$ cat src/rtl/lc3_mem_arbiter_if.sv
// Shared memory-port bundle for lc3_mem_arbiter: CPU and DMA request channels plus the memory side.
// The master modport is the arbiter's view; the slave modport is the requesters' and memory's view.
interface lc3_mem_arbiter_if #(
   parameter int AW = 16,
   parameter int DW = 16
);
   logic          cpu_req;
   logic          cpu_we;
   logic [AW-1:0] cpu_addr;
   logic [DW-1:0] cpu_wdata;
   logic [DW-1:0] cpu_rdata;
   logic          cpu_rdy;

   logic          dma_req;
   logic          dma_we;
   logic [AW-1:0] dma_addr;
   logic [DW-1:0] dma_wdata;
   logic [DW-1:0] dma_rdata;
   logic          dma_rdy;

   logic          mem_en;
   logic          mem_we;
   logic [AW-1:0] mem_addr;
   logic [DW-1:0] mem_wdata;
   logic [DW-1:0] mem_rdata;
   logic          mem_ack;

   logic          grant_dma;
   logic          timeout_err;

   modport master (
      input  cpu_req, cpu_we, cpu_addr, cpu_wdata,
      output cpu_rdata, cpu_rdy,
      input  dma_req, dma_we, dma_addr, dma_wdata,
      output dma_rdata, dma_rdy,
      output mem_en, mem_we, mem_addr, mem_wdata,
      input  mem_rdata, mem_ack,
      output grant_dma, timeout_err
   );

   modport slave (
      output cpu_req, cpu_we, cpu_addr, cpu_wdata,
      input  cpu_rdata, cpu_rdy,
      output dma_req, dma_we, dma_addr, dma_wdata,
      input  dma_rdata, dma_rdy,
      input  mem_en, mem_we, mem_addr, mem_wdata,
      output mem_rdata, mem_ack,
      input  grant_dma, timeout_err
   );
endinterface

$ cat src/rtl/lc3_mem_arbiter.sv
// CPU/DMA arbiter for the single LC-3 memory port: IDLE -> XFER -> RESP, one-cycle rdy to the winner.
// Optional XFER watchdog enabled by defining LC3_MEM_ARB_TIMEOUT_EN.
module lc3_mem_arbiter #(
   parameter int AW            = 16,
   parameter int DW            = 16,
   parameter int MAX_CPU_BURST = 4,
   parameter int TIMEOUT       = 255
) (
   input logic               clk,
   input logic               rst,
   lc3_mem_arbiter_if.master bus
);
   localparam int            SW        = $clog2(MAX_CPU_BURST + 1);
   localparam logic [SW-1:0] BURST_MAX = SW'(MAX_CPU_BURST);

   typedef enum logic [1:0] {
      IDLE = 2'd0,
      XFER = 2'd1,
      RESP = 2'd2
   } state_t;

   state_t        state_r;
   state_t        state_s;
   logic [SW-1:0] streak_r;
   logic          any_req_s;
   logic          dma_win_s;
   logic          done_s;
   logic          abort_s;

   logic          mem_en_r;
   logic          mem_we_r;
   logic [AW-1:0] mem_addr_r;
   logic [DW-1:0] mem_wdata_r;
   logic          grant_r;
   logic [DW-1:0] cpu_rdata_r;
   logic [DW-1:0] dma_rdata_r;
   logic          cpu_rdy_r;
   logic          dma_rdy_r;
   logic          tmo_err_r;

`ifdef LC3_MEM_ARB_TIMEOUT_EN
   localparam int            TW       = ($clog2(TIMEOUT + 1) > 8) ? $clog2(TIMEOUT + 1) : 8;
   localparam logic [TW-1:0] TMO_LAST = TW'(TIMEOUT - 1);
   logic [TW-1:0] tmo_cnt_r;

   // XFER cycle counter; idles at zero so it is already clear on XFER entry
   always_ff @(posedge clk or negedge rst) begin
      if (!rst) begin
         tmo_cnt_r <= {TW{1'b0}};
      end else if (state_r != XFER) begin
         tmo_cnt_r <= {TW{1'b0}};
      end else if (!bus.mem_ack) begin
         tmo_cnt_r <= tmo_cnt_r + TW'(1);
      end else begin
         tmo_cnt_r <= tmo_cnt_r;
      end
   end

   // The TIMEOUT-th XFER cycle without an ack ends the transfer
   assign abort_s = (state_r == XFER) && !bus.mem_ack && (tmo_cnt_r == TMO_LAST);
`else
   assign abort_s = 1'b0;
`endif

   // Winner selection and next-state decode
   always_comb begin
      state_s   = state_r;
      any_req_s = bus.cpu_req | bus.dma_req;
      dma_win_s = bus.dma_req & (~bus.cpu_req | (streak_r >= BURST_MAX));
      done_s    = (state_r == XFER) & bus.mem_ack;
      case (state_r)
         IDLE: begin
            if (any_req_s) begin
               state_s = XFER;
            end else begin
               state_s = IDLE;
            end
         end
         XFER: begin
            if (done_s || abort_s) begin
               state_s = RESP;
            end else begin
               state_s = XFER;
            end
         end
         RESP:    state_s = IDLE;
         default: state_s = IDLE;
      endcase
   end

   // State register
   always_ff @(posedge clk or negedge rst) begin
      if (!rst) begin
         state_r <= IDLE;
      end else begin
         state_r <= state_s;
      end
   end

   // Registered memory-side fields, grant status, streak counter and responses
   always_ff @(posedge clk or negedge rst) begin
      if (!rst) begin
         mem_en_r    <= 1'b0;
         mem_we_r    <= 1'b0;
         mem_addr_r  <= {AW{1'b0}};
         mem_wdata_r <= {DW{1'b0}};
         grant_r     <= 1'b0;
         streak_r    <= {SW{1'b0}};
         cpu_rdata_r <= {DW{1'b0}};
         dma_rdata_r <= {DW{1'b0}};
         cpu_rdy_r   <= 1'b0;
         dma_rdy_r   <= 1'b0;
         tmo_err_r   <= 1'b0;
      end else begin
         cpu_rdy_r <= 1'b0;
         dma_rdy_r <= 1'b0;
         tmo_err_r <= 1'b0;
         case (state_r)
            IDLE: begin
               if (any_req_s) begin
                  mem_en_r    <= 1'b1;
                  grant_r     <= dma_win_s;
                  mem_we_r    <= dma_win_s ? bus.dma_we    : bus.cpu_we;
                  mem_addr_r  <= dma_win_s ? bus.dma_addr  : bus.cpu_addr;
                  mem_wdata_r <= dma_win_s ? bus.dma_wdata : bus.cpu_wdata;
                  // Only CPU wins that starve a waiting DMA count toward the burst limit
                  if (dma_win_s || !bus.dma_req) begin
                     streak_r <= {SW{1'b0}};
                  end else if (streak_r < BURST_MAX) begin
                     streak_r <= streak_r + SW'(1);
                  end
               end
            end
            XFER: begin
               if (done_s || abort_s) begin
                  mem_en_r  <= 1'b0;
                  cpu_rdy_r <= ~grant_r;
                  dma_rdy_r <= grant_r;
                  tmo_err_r <= abort_s;
                  if (done_s && !mem_we_r) begin
                     if (grant_r) begin
                        dma_rdata_r <= bus.mem_rdata;
                     end else begin
                        cpu_rdata_r <= bus.mem_rdata;
                     end
                  end
               end
            end
            RESP: begin
               mem_en_r <= 1'b0;
            end
            default: begin
               mem_en_r <= 1'b0;
            end
         endcase
      end
   end

   assign bus.mem_en      = mem_en_r;
   assign bus.mem_we      = mem_we_r;
   assign bus.mem_addr    = mem_addr_r;
   assign bus.mem_wdata   = mem_wdata_r;
   assign bus.grant_dma   = grant_r;
   assign bus.cpu_rdata   = cpu_rdata_r;
   assign bus.dma_rdata   = dma_rdata_r;
   assign bus.cpu_rdy     = cpu_rdy_r;
   assign bus.dma_rdy     = dma_rdy_r;
   assign bus.timeout_err = tmo_err_r;

endmodule

$ cat src/flat_wrapper.sv
// flat-port wrapper written by rule: the top's interface ports become plain ports
module lc3_mem_arbiter_flat 
#(
   parameter int AW            = 16,
   parameter int DW            = 16,
   parameter int MAX_CPU_BURST = 4,
   parameter int TIMEOUT       = 255
)
  (clk, rst, bus_cpu_req, bus_cpu_we, bus_cpu_addr, bus_cpu_wdata, bus_cpu_rdata, bus_cpu_rdy, bus_dma_req, bus_dma_we, bus_dma_addr, bus_dma_wdata, bus_dma_rdata, bus_dma_rdy, bus_mem_en, bus_mem_we, bus_mem_addr, bus_mem_wdata, bus_mem_rdata, bus_mem_ack, bus_grant_dma, bus_timeout_err);
  lc3_mem_arbiter_if #(.AW(AW), .DW(DW)) bus_i ();
  input logic clk;
  input logic rst;
  input wire logic [$bits(bus_i.cpu_req)-1:0] bus_cpu_req;
  input wire logic [$bits(bus_i.cpu_we)-1:0] bus_cpu_we;
  input wire logic [$bits(bus_i.cpu_addr)-1:0] bus_cpu_addr;
  input wire logic [$bits(bus_i.cpu_wdata)-1:0] bus_cpu_wdata;
  output wire logic [$bits(bus_i.cpu_rdata)-1:0] bus_cpu_rdata;
  output wire logic [$bits(bus_i.cpu_rdy)-1:0] bus_cpu_rdy;
  input wire logic [$bits(bus_i.dma_req)-1:0] bus_dma_req;
  input wire logic [$bits(bus_i.dma_we)-1:0] bus_dma_we;
  input wire logic [$bits(bus_i.dma_addr)-1:0] bus_dma_addr;
  input wire logic [$bits(bus_i.dma_wdata)-1:0] bus_dma_wdata;
  output wire logic [$bits(bus_i.dma_rdata)-1:0] bus_dma_rdata;
  output wire logic [$bits(bus_i.dma_rdy)-1:0] bus_dma_rdy;
  output wire logic [$bits(bus_i.mem_en)-1:0] bus_mem_en;
  output wire logic [$bits(bus_i.mem_we)-1:0] bus_mem_we;
  output wire logic [$bits(bus_i.mem_addr)-1:0] bus_mem_addr;
  output wire logic [$bits(bus_i.mem_wdata)-1:0] bus_mem_wdata;
  input wire logic [$bits(bus_i.mem_rdata)-1:0] bus_mem_rdata;
  input wire logic [$bits(bus_i.mem_ack)-1:0] bus_mem_ack;
  output wire logic [$bits(bus_i.grant_dma)-1:0] bus_grant_dma;
  output wire logic [$bits(bus_i.timeout_err)-1:0] bus_timeout_err;
  assign bus_i.cpu_req = bus_cpu_req;
  assign bus_i.cpu_we = bus_cpu_we;
  assign bus_i.cpu_addr = bus_cpu_addr;
  assign bus_i.cpu_wdata = bus_cpu_wdata;
  assign bus_cpu_rdata = bus_i.cpu_rdata;
  assign bus_cpu_rdy = bus_i.cpu_rdy;
  assign bus_i.dma_req = bus_dma_req;
  assign bus_i.dma_we = bus_dma_we;
  assign bus_i.dma_addr = bus_dma_addr;
  assign bus_i.dma_wdata = bus_dma_wdata;
  assign bus_dma_rdata = bus_i.dma_rdata;
  assign bus_dma_rdy = bus_i.dma_rdy;
  assign bus_mem_en = bus_i.mem_en;
  assign bus_mem_we = bus_i.mem_we;
  assign bus_mem_addr = bus_i.mem_addr;
  assign bus_mem_wdata = bus_i.mem_wdata;
  assign bus_i.mem_rdata = bus_mem_rdata;
  assign bus_i.mem_ack = bus_mem_ack;
  assign bus_grant_dma = bus_i.grant_dma;
  assign bus_timeout_err = bus_i.timeout_err;
  lc3_mem_arbiter #(.AW(AW), .DW(DW), .MAX_CPU_BURST(MAX_CPU_BURST), .TIMEOUT(TIMEOUT)) u_core (.clk(clk), .rst(rst), .bus(bus_i));
endmodule
$ cat config.mk
export PLATFORM = sky130hd
export DESIGN_NAME = lc3_mem_arbiter_flat
export DESIGN_NICKNAME = d
export VERILOG_FILES = /design/src/rtl/lc3_mem_arbiter_if.sv /design/src/rtl/lc3_mem_arbiter.sv /design/src/flat_wrapper.sv
export SDC_FILE = /design/constraint.sdc
export NUM_CORES = 1
export LEC_CHECK = 0
export ABC_AREA = 1
export CAP_MARGIN = 20
export CORE_MARGIN = 2
export CORE_UTILIZATION = 30
export DETAILED_ROUTE_END_ITERATION = 10
export GPL_TIMING_DRIVEN = 0
export PLACE_DENSITY = 0.71
export SETUP_SLACK_MARGIN = 0.4
export SLEW_MARGIN = 10
export SYNTH_ARGS = -nofsm -noshare
export SYNTH_HDL_FRONTEND = slang
export SYNTH_SLANG_ARGS = --single-unit
export TNS_END_PERCENT = 10
$ cat constraint.sdc
create_clock -name clk -period 2.5 [get_ports clk]
set_input_delay 0.5 -clock clk [delete_from_list [all_inputs] [get_ports clk]]
set_output_delay 0.5 -clock clk [all_outputs]
set_load 0.01 [all_outputs]
==> results.toml, run 1 <==
[worst_setup_path]
path_class = "flip-flop to output pin"
cp.buffers_inverters = 1
crit_fanout = 4
critPathArrivalTime_ps = 1400
timing.rr.end = "u_core.bus.cpu_rdata[14]$_DFFE_PN0P_"
endpoint_kind = "output pin"
regToRegStartpoint = "u_core.bus.mem_we$_DFFE_PN0P_"
slowest_stage = "clkdlybuf4s50_1"
path_cells = "clkdlybuf4s50_1"
critPathLaunchType = "flip-flop"
crit_family = "buffers and inverters"
r2r.worst_path.cells = 5
r2r_setup_slack_ps = 1100
cp.depth = 1
cp.required_ps = 2000
slowest_delay_ps = 600

[sta]
drv_slew = 0
setup_viol = 0
finClkSkew_ps = 5.89
rsz0062_at_grt = "no"
hold_viol_final = 0
setup_ws_ps = 602
period_share_pct = 75.9
tightestPinTransition_ps = 535
min_period_ps = 1900
holdWs_ps = 85.8
fmaxAchievable_ghz = 0.527
max_slew_margin_pct = 64.4

[drt]
wirelength_um = 10300
wl_per_cell_um = 13.2
num_vias = 3514
drt_first_pass_iters = 4
viasPerCell = 4.51
drtIter0Drc = 225
ant_nets = 0
drc = 0

[run_status]
outcome = "finished, final reports clean"

[cts]
cts_tree = "built"
postCtsSetupRepairBufs = 0
clock_sinks = 74
cts_root_buffer = "clkbuf_16"
cts_hold_buf = 0
clk_pin_slew_worst_paths_ps = 60
cts_buffers = 9
cts_resized = 0
clk_path_buf_depth = 2
cts-htree-levels = 3
worstSkewPairLatency_ps = 330

[cells_and_area]
multi_input_area_mm2 = 0.00129
n_antenna_cell = 0
fin_area_mm2 = 0.00566
seq_area_mm2 = 0.00185
final_layout_size_suffix_gt1_share_pct = 7.06
area_growth_pct = 59.5
final-instance-count-excl-fill = 780
nets = 720
fill_cells = 1087

[floorplan]
core_area_mm2 = 0.0115
fp-row-count = 39
initial_utilization_pct = 31.0
fp.dieArea_mm2 = 0.0127
die_y_um = 113
die_x_um = 113
io_pins = 157

[place]
hpwlAfterDp_um = 7980
gp_congestion = 0.805
place_area_mm2 = 0.00530
post-place-ws_ps = 430
dp.cells = 764
io_buffers = 154

[yosys]
syn_nets = 554
ys_seq_area_share_pct = 52.1
synth.distinct_cells = 20
synth_area_mm2 = 0.00355
syn_avg_cell_area_um2 = 7.62
syn_inst = 466
ys_warn_count = 0
ys_ff_latch = 74

[hold_path]
min_path_type = "primary input to asynchronous set/reset pin"

[run]
maxCapViolations = 0

[power_and_ir_drop]
ir_worst_vdd_mv = 0.532
totalPowerFinal_mw = 6.40
leakage_nw = 2.95
power_density_mw_per_mm2 = 1130

[grt]
grt_pass1_vias = 3526
overflow = 0
antenna_found_initial = 0
grt_usage_pct = 16.7
grt_max_degree = 49
grt_first_pass_wirelength_um = 17100
[logic make-up after synthesis]
group                      Yosys count  share of synthesized area [%]
and+or+nand+nor                    289                           35.6
buffers and inverters               99                           11.5
DFF                                 74                           52.1
AOI/OAI and AO/OA                    2                          0.282
adders and majority gates            1                          0.352
other                                1                          0.106
[area by class of cell]
cell class / instances / share of cell area, %
Tap cell: 143 / 3.16
Timing Repair Buffer: 155 / 27.7
Clock inverter: 6 / 2.43
Sequential cell: 74 / 32.7
Inverter: 75 / 4.97
Clock buffer: 10 / 4.04
Multi-Input combinational cell: 293 / 22.8
Buffer: 24 / 2.23
[per-stage QoR]
step,util [%],TNS (ps)
2_1_floorplan,-,0
3_5_place_dp,46.2,0
6_report,49.4,0
3_3_place_gp,46.0,-113670
5_1_grt,49.4,0
4_1_cts,49.4,0
[state kept, by name, summed over array words and instances, names as in the netlist]
| register | cells |
|---|---|
| u_core.bus.cpu_rdata | 16 |
| u_core.bus.dma_rdata | 16 |
| u_core.bus.mem_addr | 16 |
| u_core.bus.mem_wdata | 16 |
| u_core.streak_r | 3 |
| u_core.state_r | 2 |
| u_core.bus.cpu_rdy | 1 |
| u_core.bus.dma_rdy | 1 |
| u_core.bus.grant_dma | 1 |
| u_core.bus.mem_en | 1 |
| u_core.bus.mem_we | 1 |
[how the worst max path moves through the flow]
stage / startpoint / end / slack (ps)
final: u_core.bus.mem_we$_DFFE_PN0P_ / bus_mem_we / 600
after global placement: rst / u_core.bus.mem_wdata[10]$_DFFE_PN0P_ / -1540
after CTS: u_core.bus.mem_we$_DFFE_PN0P_ / bus_mem_we / 590
after detailed placement: bus_cpu_req / u_core.bus.mem_wdata[13]$_DFFE_PN0P_ / 430
after global routing: u_core.bus.mem_we$_DFFE_PN0P_ / bus_mem_we / 560
after floorplan: bus_dma_req / u_core.bus.mem_wdata[10]$_DFFE_PN0P_ / 1200
[power breakdown]
group | internal [mW] | switching (mW)
Combinational | 1.39 | 1.32
Sequential | 1.76 | 0.346
Clock | 1.08 | 0.504
[layer usage]
metal	vias up	GRT usage (%)	wire, um
met2	133	27.0	4670
met1	1608	21.9	4630
met5	-	0	0
li1	1758	-	-
met3	15	3.91	794
met4	0	6.18	184
[Yosys cell counts, drive strengths merged]
cell type / number / area, um^2
buf: 18 / 104
clkbuf: 6 / 22.5
conb: 1 / 3.75
dfrtp: 74 / 1850
ha: 1 / 12.5
inv: 75 / 282
nand2: 177 / 667
nand3: 101 / 510
nand3b: 1 / 7.51
nand4: 2 / 25.0
nor2: 8 / 55.1
o21ai: 2 / 10.0
[layout by cell type (no fill, tap or decap)]
master	Yosys	layout
buf_16	0	1
buf_2	14	14
buf_4	3	4
buf_6	1	1
bufinv_16	0	4
clkbuf_1	6	7
clkbuf_16	0	9
clkdlybuf4s50_1	0	153
clkinv_4	0	1
conb_1	1	1
dfrtp_1	74	74
ha_1	1	1
inv_1	73	73
inv_2	2	2
inv_6	0	1
nand2_1	176	176
nand2_2	1	1
nand3_1	100	100
nand3_2	1	1
nand3b_1	1	1
nand4_2	2	2
nor2_1	4	4
nor2_2	1	1
nor2_4	3	3
o21ai_0	1	1
o21ai_1	1	1
Power figures use the tool's default switching activity.
==> run 2, diff against run 1 <==
Clock period 2.5 ns to 2 ns, I/O delays scaled along.
==> run 2 against run 1 <==
  * Clock-buffer cell count stayed put
  * Cell area is 0.46% higher
  * Largest power group unchanged
  * Combinational power is 24% higher
==> results.toml, run 2 (synthesis gave the netlist of run 1 again) <==
[run_status]
outcome = "finished, final reports clean"

[run]
maxCapViolations = 0

[grt]
antenna_found_initial = 0
grt_first_pass_wirelength_um = 17200
grt_pass1_vias = 3534
grt_usage_pct = 16.7
overflow = 0
grt_max_degree = 49

[worst_setup_path]
path_cells = "clkdlybuf4s50_1"
timing.rr.end = "u_core.bus.cpu_rdata[14]$_DFFE_PN0P_"
regToRegStartpoint = "u_core.bus.grant_dma$_DFFE_PN0P_"
slowest_delay_ps = 550
critPathLaunchType = "flip-flop"
cp-startpoint = "u_core.bus.mem_wdata[2]$_DFFE_PN0P_"
r2r.worst_path.cells = 5
crit_fanout = 2
critPathArrivalTime_ps = 1250
cp.required_ps = 1600
cp.buffers_inverters = 1
r2r_setup_slack_ps = 610
path_class = "flip-flop to output pin"
slowest_stage = "clkdlybuf4s50_1"
crit_family = "buffers and inverters"
endpoint_kind = "output pin"

[sta]
max_slew_margin_pct = 64.4
drv_slew = 0
setup_viol = 0
hold_viol_final = 0
finClkSkew_ps = 5.54
fmaxAchievable_ghz = 0.606
final.setup.tns_ps = 0
tightestPinTransition_ps = 534
min_period_ps = 1650
period_share_pct = 82.6
rsz0062_at_grt = "yes"

[floorplan]
core_area_mm2 = 0.0115
io_pins = 157
fp-row-count = 39
die_x_um = 113
die_y_um = 113
initial_utilization_pct = 31.0
fp.dieArea_mm2 = 0.0127

[cells_and_area]
final_cell_mix = "175 x nand2_1, 146 x clkdlybuf4s50_1, 100 x nand3_1"
area_growth_pct = 60.2
nets = 721
fin_util_pct = 49.6
n_antenna_cell = 0
final-instance-count-excl-fill = 781
final_layout_size_suffix_gt1_share_pct = 7.68
layout_commonest_cell = "nand2_1"
fill_cells = 1093

[hold_path]
whs_path_depth = 2
hp-start = "u_core.bus.cpu_rdata[10]$_DFFE_PN0P_"
min_to = "u_core.bus.cpu_rdata[10]$_DFFE_PN0P_"
min_path_type = "flip-flop to flip-flop"

[cts]
clk_path_buf_depth = 2
clock_sinks = 74
cts_root_buffer = "clkbuf_16"
cts_tree = "built"
cts_buffers = 9
cts-htree-levels = 3
postCtsSetupRepairBufs = 0
clk_pin_slew_worst_paths_ps = 60
worstSkewPairLatency_ps = 330

[drt]
drc = 0
num_vias = 3513
wirelength_um = 10300
viasPerCell = 4.50
ant_nets = 0
drt_first_pass_iters = 4
drtIter0Drc = 268
wl_per_cell_um = 13.2

[place]
dp.cells = 764
gp_congestion = 0.805
hpwlAfterDp_um = 7980
io_buffers = 154

[power_and_ir_drop]
combPwrFrac_pct = 42.1
power_density_mw_per_mm2 = 1400
ir_worst_vdd_mv = 0.623
p_int_mw = 5.25
swShare_pct = 33.9
switching_power_mw = 2.70
leakage_nw = 3.00
pwr-share-seq_pct = 33.1
p_clk_share_pct = 24.9
==> run 2: through the flow <==
stage / hold slack, ps / cell area, um^2 / power [mW] / worst slack (ps)
2_1_floorplan: 104 / 3550 / 4.10 / 800
3_3_place_gp: 453 / 5270 / 5.99 / -1940
3_5_place_dp: 345 / 5300 / 6.07 / 29.9
4_1_cts: 457 / 5670 / 8.05 / 254
5_1_grt: 493 / 5690 / 8.52 / 317
6_report: 471 / 5690 / 7.95 / 349
==> run 2: repair_timing <==
item	in CTS	in global routing
setup endpoints to repair	78	96
cloned	0	0
gates resized for setup	7	11
hold endpoints to repair	11	0
hold buffers	1	0
==> run 2: how the worst max path moves through the flow <==
stage               slack [ps]                                    to  cells after the start
finish                     350                      bus_mem_wdata[2]                      1
global route               320                      bus_mem_addr[12]                      1
CTS                        250                            bus_mem_we                      1
detailed placement          30  u_core.bus.mem_wdata[13]$_DFFE_PN0P_                      7
global placement         -1940  u_core.bus.mem_wdata[10]$_DFFE_PN0P_                      1
floorplan                  800  u_core.bus.mem_wdata[10]$_DFFE_PN0P_                      6
==> run 2: area by class of cell <==
cell class / count / area, um^2 / share of cell area [%]
sequential: 74 / 1850 / 32.6
timing repair buffer: 156 / 1570 / 27.6
multi-input combinational: 293 / 1300 / 22.8
inverter: 75 / 282 / 4.95
clock buffer: 10 / 229 / 4.02
tap: 143 / 179 / 3.14
buffer: 24 / 139 / 2.44
clock inverter: 6 / 138 / 2.42
==> run 2: layer usage <==
metal  vias to the layer above  GRT usage (%)  share of wire (%)
met1                      1601           21.9                 45
met3                        13           3.80                7.8
li1                       1760              -                  -
met5                         -              0                  0
met2                       139           27.1                 46
met4                         0           6.18                1.6
==> run 2: power by group through the flow <==
stage | clock [mW] | sequential [mW] | combinational [mW]
floorplan | 0 | 2.90 | 1.20
detailed placement | 0 | 2.64 | 3.42
CTS | 2.02 | 2.64 | 3.39
global placement | 0 | 2.64 | 3.35
finish | 1.98 | 2.63 | 3.35
global route | 2.09 | 2.73 | 3.70
